[src/rtl/uart_rx_module.sv]
// 8N1 UART receiver: 2-flop synchronised rx, mid-bit sampling, one-cycle data_valid/frame_err pulses.
// Optional even-parity bit and parity_err output when UART_RX_PARITY_EN is defined.
module uart_rx_module #(
    parameter int unsigned CLKS_PER_BIT = 16,
    parameter int unsigned DATA_BITS    = 8
) (
    input  logic                 clk,
    input  logic                 rst,
    input  logic                 rx,
    output logic [DATA_BITS-1:0] data_out,
    output logic                 data_valid,
    output logic                 frame_err,
    output logic                 busy
`ifdef UART_RX_PARITY_EN
    ,
    output logic                 parity_err
`endif
);

    localparam int unsigned CNT_W = (CLKS_PER_BIT > 1) ? $clog2(CLKS_PER_BIT) : 1;
    localparam int unsigned IDX_W = (DATA_BITS > 1) ? $clog2(DATA_BITS) : 1;

    typedef enum logic [2:0] {
        S_IDLE    = 3'd0,
        S_START   = 3'd1,
        S_DATA    = 3'd2,
        S_STOP    = 3'd3,
        S_WAIT_HI = 3'd4
`ifdef UART_RX_PARITY_EN
        ,
        S_PARITY  = 3'd5
`endif
    } state_t;

    state_t               state, state_n;
    logic [CNT_W-1:0]     cnt, cnt_n;
    logic [IDX_W-1:0]     bit_idx, bit_idx_n;
    logic [DATA_BITS-1:0] shreg, shreg_n;
    logic [DATA_BITS-1:0] data_out_n;
    logic                 data_valid_n;
    logic                 frame_err_n;
    logic                 sync1, rx_s;
    logic                 cnt_last, cnt_half, bit_last;
`ifdef UART_RX_PARITY_EN
    logic                 par_bit, par_bit_n;
    logic                 parity_err_n;
`endif

    assign cnt_last = (cnt == CNT_W'(CLKS_PER_BIT - 1));
    assign cnt_half = (cnt == CNT_W'(CLKS_PER_BIT / 2 - 1));
    assign bit_last = (bit_idx == IDX_W'(DATA_BITS - 1));

    // State and datapath registers
    always_ff @(posedge clk) begin
        if (rst) begin
            sync1      <= 1'b1;
            rx_s       <= 1'b1;
            state      <= S_IDLE;
            cnt        <= '0;
            bit_idx    <= '0;
            shreg      <= '0;
            data_out   <= '0;
            data_valid <= 1'b0;
            frame_err  <= 1'b0;
            busy       <= 1'b0;
`ifdef UART_RX_PARITY_EN
            par_bit    <= 1'b0;
            parity_err <= 1'b0;
`endif
        end else begin
            sync1      <= rx;
            rx_s       <= sync1;
            state      <= state_n;
            cnt        <= cnt_n;
            bit_idx    <= bit_idx_n;
            shreg      <= shreg_n;
            data_out   <= data_out_n;
            data_valid <= data_valid_n;
            frame_err  <= frame_err_n;
            busy       <= (state_n != S_IDLE);
`ifdef UART_RX_PARITY_EN
            par_bit    <= par_bit_n;
            parity_err <= parity_err_n;
`endif
        end
    end

    // Next-state and output decode
    always_comb begin
        state_n      = state;
        cnt_n        = cnt_last ? '0 : cnt + CNT_W'(1);
        bit_idx_n    = bit_idx;
        shreg_n      = shreg;
        data_out_n   = data_out;
        data_valid_n = 1'b0;
        frame_err_n  = 1'b0;
`ifdef UART_RX_PARITY_EN
        par_bit_n    = par_bit;
        parity_err_n = 1'b0;
`endif
        case (state)
            S_IDLE: begin
                cnt_n = '0;
                if (!rx_s) state_n = S_START;
            end
            S_START: begin
                if (cnt_half) begin
                    cnt_n     = '0;
                    bit_idx_n = '0;
                    state_n   = rx_s ? S_IDLE : S_DATA;
                end
            end
            S_DATA: begin
                if (cnt_last) begin
                    shreg_n = {rx_s, shreg[DATA_BITS-1:1]};
                    if (bit_last) begin
                        bit_idx_n = '0;
`ifdef UART_RX_PARITY_EN
                        state_n   = S_PARITY;
`else
                        state_n   = S_STOP;
`endif
                    end else begin
                        bit_idx_n = bit_idx + IDX_W'(1);
                    end
                end
            end
`ifdef UART_RX_PARITY_EN
            S_PARITY: begin
                if (cnt_last) begin
                    par_bit_n = rx_s;
                    state_n   = S_STOP;
                end
            end
`endif
            S_STOP: begin
                // Returning to IDLE at stop mid-bit lets a back-to-back start edge be caught
                if (cnt_last) begin
                    if (rx_s) begin
                        data_out_n   = shreg;
                        data_valid_n = 1'b1;
`ifdef UART_RX_PARITY_EN
                        parity_err_n = ^{shreg, par_bit};
`endif
                        state_n      = S_IDLE;
                    end else begin
                        frame_err_n  = 1'b1;
                        state_n      = S_WAIT_HI;
                    end
                end
            end
            S_WAIT_HI: begin
                cnt_n = '0;
                if (rx_s) state_n = S_IDLE;
            end
            default: begin
                cnt_n   = '0;
                state_n = S_IDLE;
            end
        endcase
    end

endmodule
[config.mk]
export PLATFORM = sky130hd
export DESIGN_NAME = uart_rx_module
export DESIGN_NICKNAME = d
export VERILOG_FILES = /design/src/rtl/uart_rx_module.sv
export SDC_FILE = /design/constraint.sdc
export NUM_CORES = 1
export LEC_CHECK = 0
export ABC_CLOCK_PERIOD_IN_PS = 1940
export CORE_MARGIN = 1
export CORE_UTILIZATION = 53
export DETAILED_ROUTE_END_ITERATION = 8
export PLACE_DENSITY = 0.85
export SKIP_CTS_REPAIR_TIMING = 1
export SLEW_MARGIN = 15
export SYNTH_ARGS = -nofsm -noshare
export SYNTH_HDL_FRONTEND = slang
export SYNTH_SLANG_ARGS = --single-unit
[constraint.sdc]
create_clock -name clk -period 1.94 [get_ports clk]
set_input_delay 0.485 -clock clk [delete_from_list [all_inputs] [get_ports clk]]
set_output_delay 0.485 -clock clk [all_outputs]
set_load 0.02 [all_outputs]
==> summary.md <==
- **share of the clock period used by the worst path** 0.9106
- **Final min period** 1767 ps
- **nets in the synthesized netlist** 139
- **slew of the pin with the lowest slew margin** 368.3 ps
- **library cell with the highest instance count after synthesis** dfxtp_1
- **peak-usage layer in the global routing report** met2
- **Peak VDD IR** 0.4186 mV
- **all-layer global routing usage** 0.2058
- **Routed wire per std cell** 12.30 um
- **layout cell share with drive strength beyond 1** 0.09459
- **Synth area leader** dfxtp_1
- **CTS H-tree depth** 2
- **gr ovfl total** 0
- **Relative slew margins** 0.7541
- **CTS Root Buffer Type** clkbuf_4
- **CTS tree** done
- **number of rows created at floorplan** 17
- **diode insertion count for antenna repair** 0
- **CTS Buf Count** 5
- **status** completed
- **number of vias per cell** 5.545
- **power per cell area** 736.3 nW/um2
- **top-area cell type share of the netlist area** 0.5005
- **initial antenna violation count** 0
- **count of final max-slew check failures** 0
- **kind of critical path** register to primary output
- **Synth Warn #** 0
- **placement-stage cell area** 1380 um2
- **global routing usage on met3** 0.06970
- **clock network fraction of design power** 0.357
- **Initial Utilization** 0.5605
- **relative contribution of sequential cells to total power** 0.611
- **sw frac** 0.2201
- **CP endpoint kind** primary output
- **die outline height** 50.37 um
- **maximum number of buffers from clock root to sink** 2
- **Max Clock Freq** 566.1 MHz
- **flip-flop and latch count after synthesis** 31
- **die outline width** 50.37 um
- **gate count of the mapped netlist** 133
- **internal cell power** 0.0008248 W
- **residual DRC count** 0
- **mean area per synthesized cell** 9.323 um2
- **Comb pwr share** 0.032
- **number of maximum-capacitance constraint violations** 0
- **share of the core filled with cells in the final layout** 0.6493
- **unrepaired setup endpoints after global routing** false
- **pin count of the biggest net entering global routing** 18
- **Yosys cell types** 36
- **startpoint type of the worst setup path** register
- **cell area after synthesis** 1240 um2
- **list of cells traversed by the critical path** clkdlybuf4s50_1
- **RePlAce Congestion** 0.8052
- **prevailing post-synth register cell** dfxtp_1
- **final number of setup-violating endpoints** 0
- **met1 Use GR** 0.2068
- **cell with the biggest individual delay on the critical path** clkdlybuf4s50_1
- **critical-path maximum fanout** 2
- **length of the first detailed-routing pass in iterations** 4
- **setup TNS after final layout** 0 ps
- **leakage power** 0.5792 nW
- **crit-path leading delay family** buffers and inverters
- **arrival time of the worst setup path** 1280 ps
- **number of clock sinks** 31
- **Routed Antenna Nets** 0
- **number of nets in the final layout** 154
- **final instance area** 1436 um2
- **Post-synth EDFFs** 0
- **detailed-route via count** 976
- **DRC marker count from the first detailed-route iteration** 19
- **Core Box Area** 2212 um2
- **Fin Clk Skew** 4.960 ps
- **met2 Use GR** 0.3400
- **clock network latency to the later pin of the worst-skew pair** 330 ps
- **most numerous cell types in the synthesized netlist** dfxtp_1 (31), nand2_1 (22), a21oi_1 (13), nor2_1 (13), mux2i_1 (8)
- **num ports** 14
- **vias in the first global route** 911
- **power spent charging and discharging nets** 0.0002328 W
- **Crit path largest cell delay** 610 ps
- **sequential share of the synthesized area** 0.5005
- **Async S/R FF share, synth** 0
- **CP required** 1450 ps
- **routed wire length** 2165 um
- **wire length of the first global-routing pass** 3753 um
- **layout overhead on the synthesized area** 15.84%
- **kind of path behind the tightest hold check** register to register
- **Post-DP HPWL** 1550 um
- **Bufs and invs on worst path** 1
- **most area-consuming cells after synthesis** dfxtp_1 (50%), nand2_1 (6.7%), mux2i_1 (6.5%), a21oi_1 (5.2%), nor2_1 (3.9%)
- **clock slew at reported path FFs** 90 ps
- **count of endpoints failing hold in the final timing report** 0
- **total die area** 2537 um2
- **number of port buffers** 13
cells in the final DEF (no fill, tap or decap), drive strengths merged:
cell type	instances
a211oi	2
nor3b	3
clkdlybuf4s50	13
dfxtp	31
clkinv	1
or2	3
and3	1
o21a	1
nand2b	1
inv	1
or3b	1
and3b	1
a311o	1
o32ai	1
ha	3
buf	3
and2	2
nand3	5
a21oi	13
xnor2	1
a211o	2
clkbuf	6
nand4	1
nand3b	1
mux2i	8
nor3	2
nor2	13
a22o	1
a22oi	1
nor2b	1
nor4	1
xor2	1
nand2	22
final cells by class:
class	count	area [um2]
flip-flops and latches	31	620.6
fillers	189	775.7
clock inverters	1	5.005
clock buffers	6	51.30
multi-input cells	93	568.0
inverters	1	3.754
repair buffers	16	152.6
well taps	28	35.03
through the flow:
step                      instances  hold slack (ps)  power (W)  worst slack (ps)
final                           176            429.3   0.001058             173.4
after global routing            176            467.0   0.001096             106.5
after CTS                       176            429.3   0.001062             159.8
after detailed placement        169            410.0  0.0006946             207.3
after global placement          169            397.8  0.0006931             297.2
after floorplan                 133            389.5  0.0006831             390.6
worst paths after layout:
kind         depth (start not counted)     endpoint  slack (ps)         from
max                                  1  data_out[6]         170  data_out[6]
min                                  1         rx_s         430        sync1
max reg2reg                          5         busy         180       cnt[0]
min reg2reg                          1         rx_s         430        sync1
cells by family (layout without fill, tap and decap cells):
logic type                 after synthesis  after routing  share of synthesized area
AOI/OAI and AO/OA                       22             22                     0.1130
and+or+nand+nor                         58             58                     0.2361
buffers and inverters                    9             24                    0.04136
adders and majority gates                3              3                    0.03028
xor gates and xnor gates                 2              2                    0.01413
DFF                                     31             31                     0.5005
muxes                                    8              8                    0.06458
registers in the layout, indices dropped and copies added (netlist names):
register    flops
data_out        8
rx_s            1
state           3
shreg           8
busy            1
data_valid      1
cnt             4
bit_idx         3
frame_err       1
sync1           1
per-layer routing:
| layer | up-vias | wire length, um | part of all wire |
|---|---|---|---|
| met4 | 0 | 70 | 0.032 |
| met3 | 10 | 101 | 0.047 |
| met2 | 26 | 1068 | 0.49 |
| met5 | - | 0 | 0 |
| met1 | 456 | 925 | 0.43 |
| li1 | 484 | - | - |
power groups by stage:
stage | logic, W | registers (W) | clock network [W]
floorplan | 0.0000242 | 0.000659 | 0
CTS | 0.0000339 | 0.000646 | 0.000382
detailed placement | 0.0000339 | 0.000661 | 0
global placement | 0.0000328 | 0.000660 | 0
finish | 0.0000342 | 0.000646 | 0.000377
global route | 0.0000375 | 0.000647 | 0.000411
No activity file was read; power rests on OpenSTA's default activity.
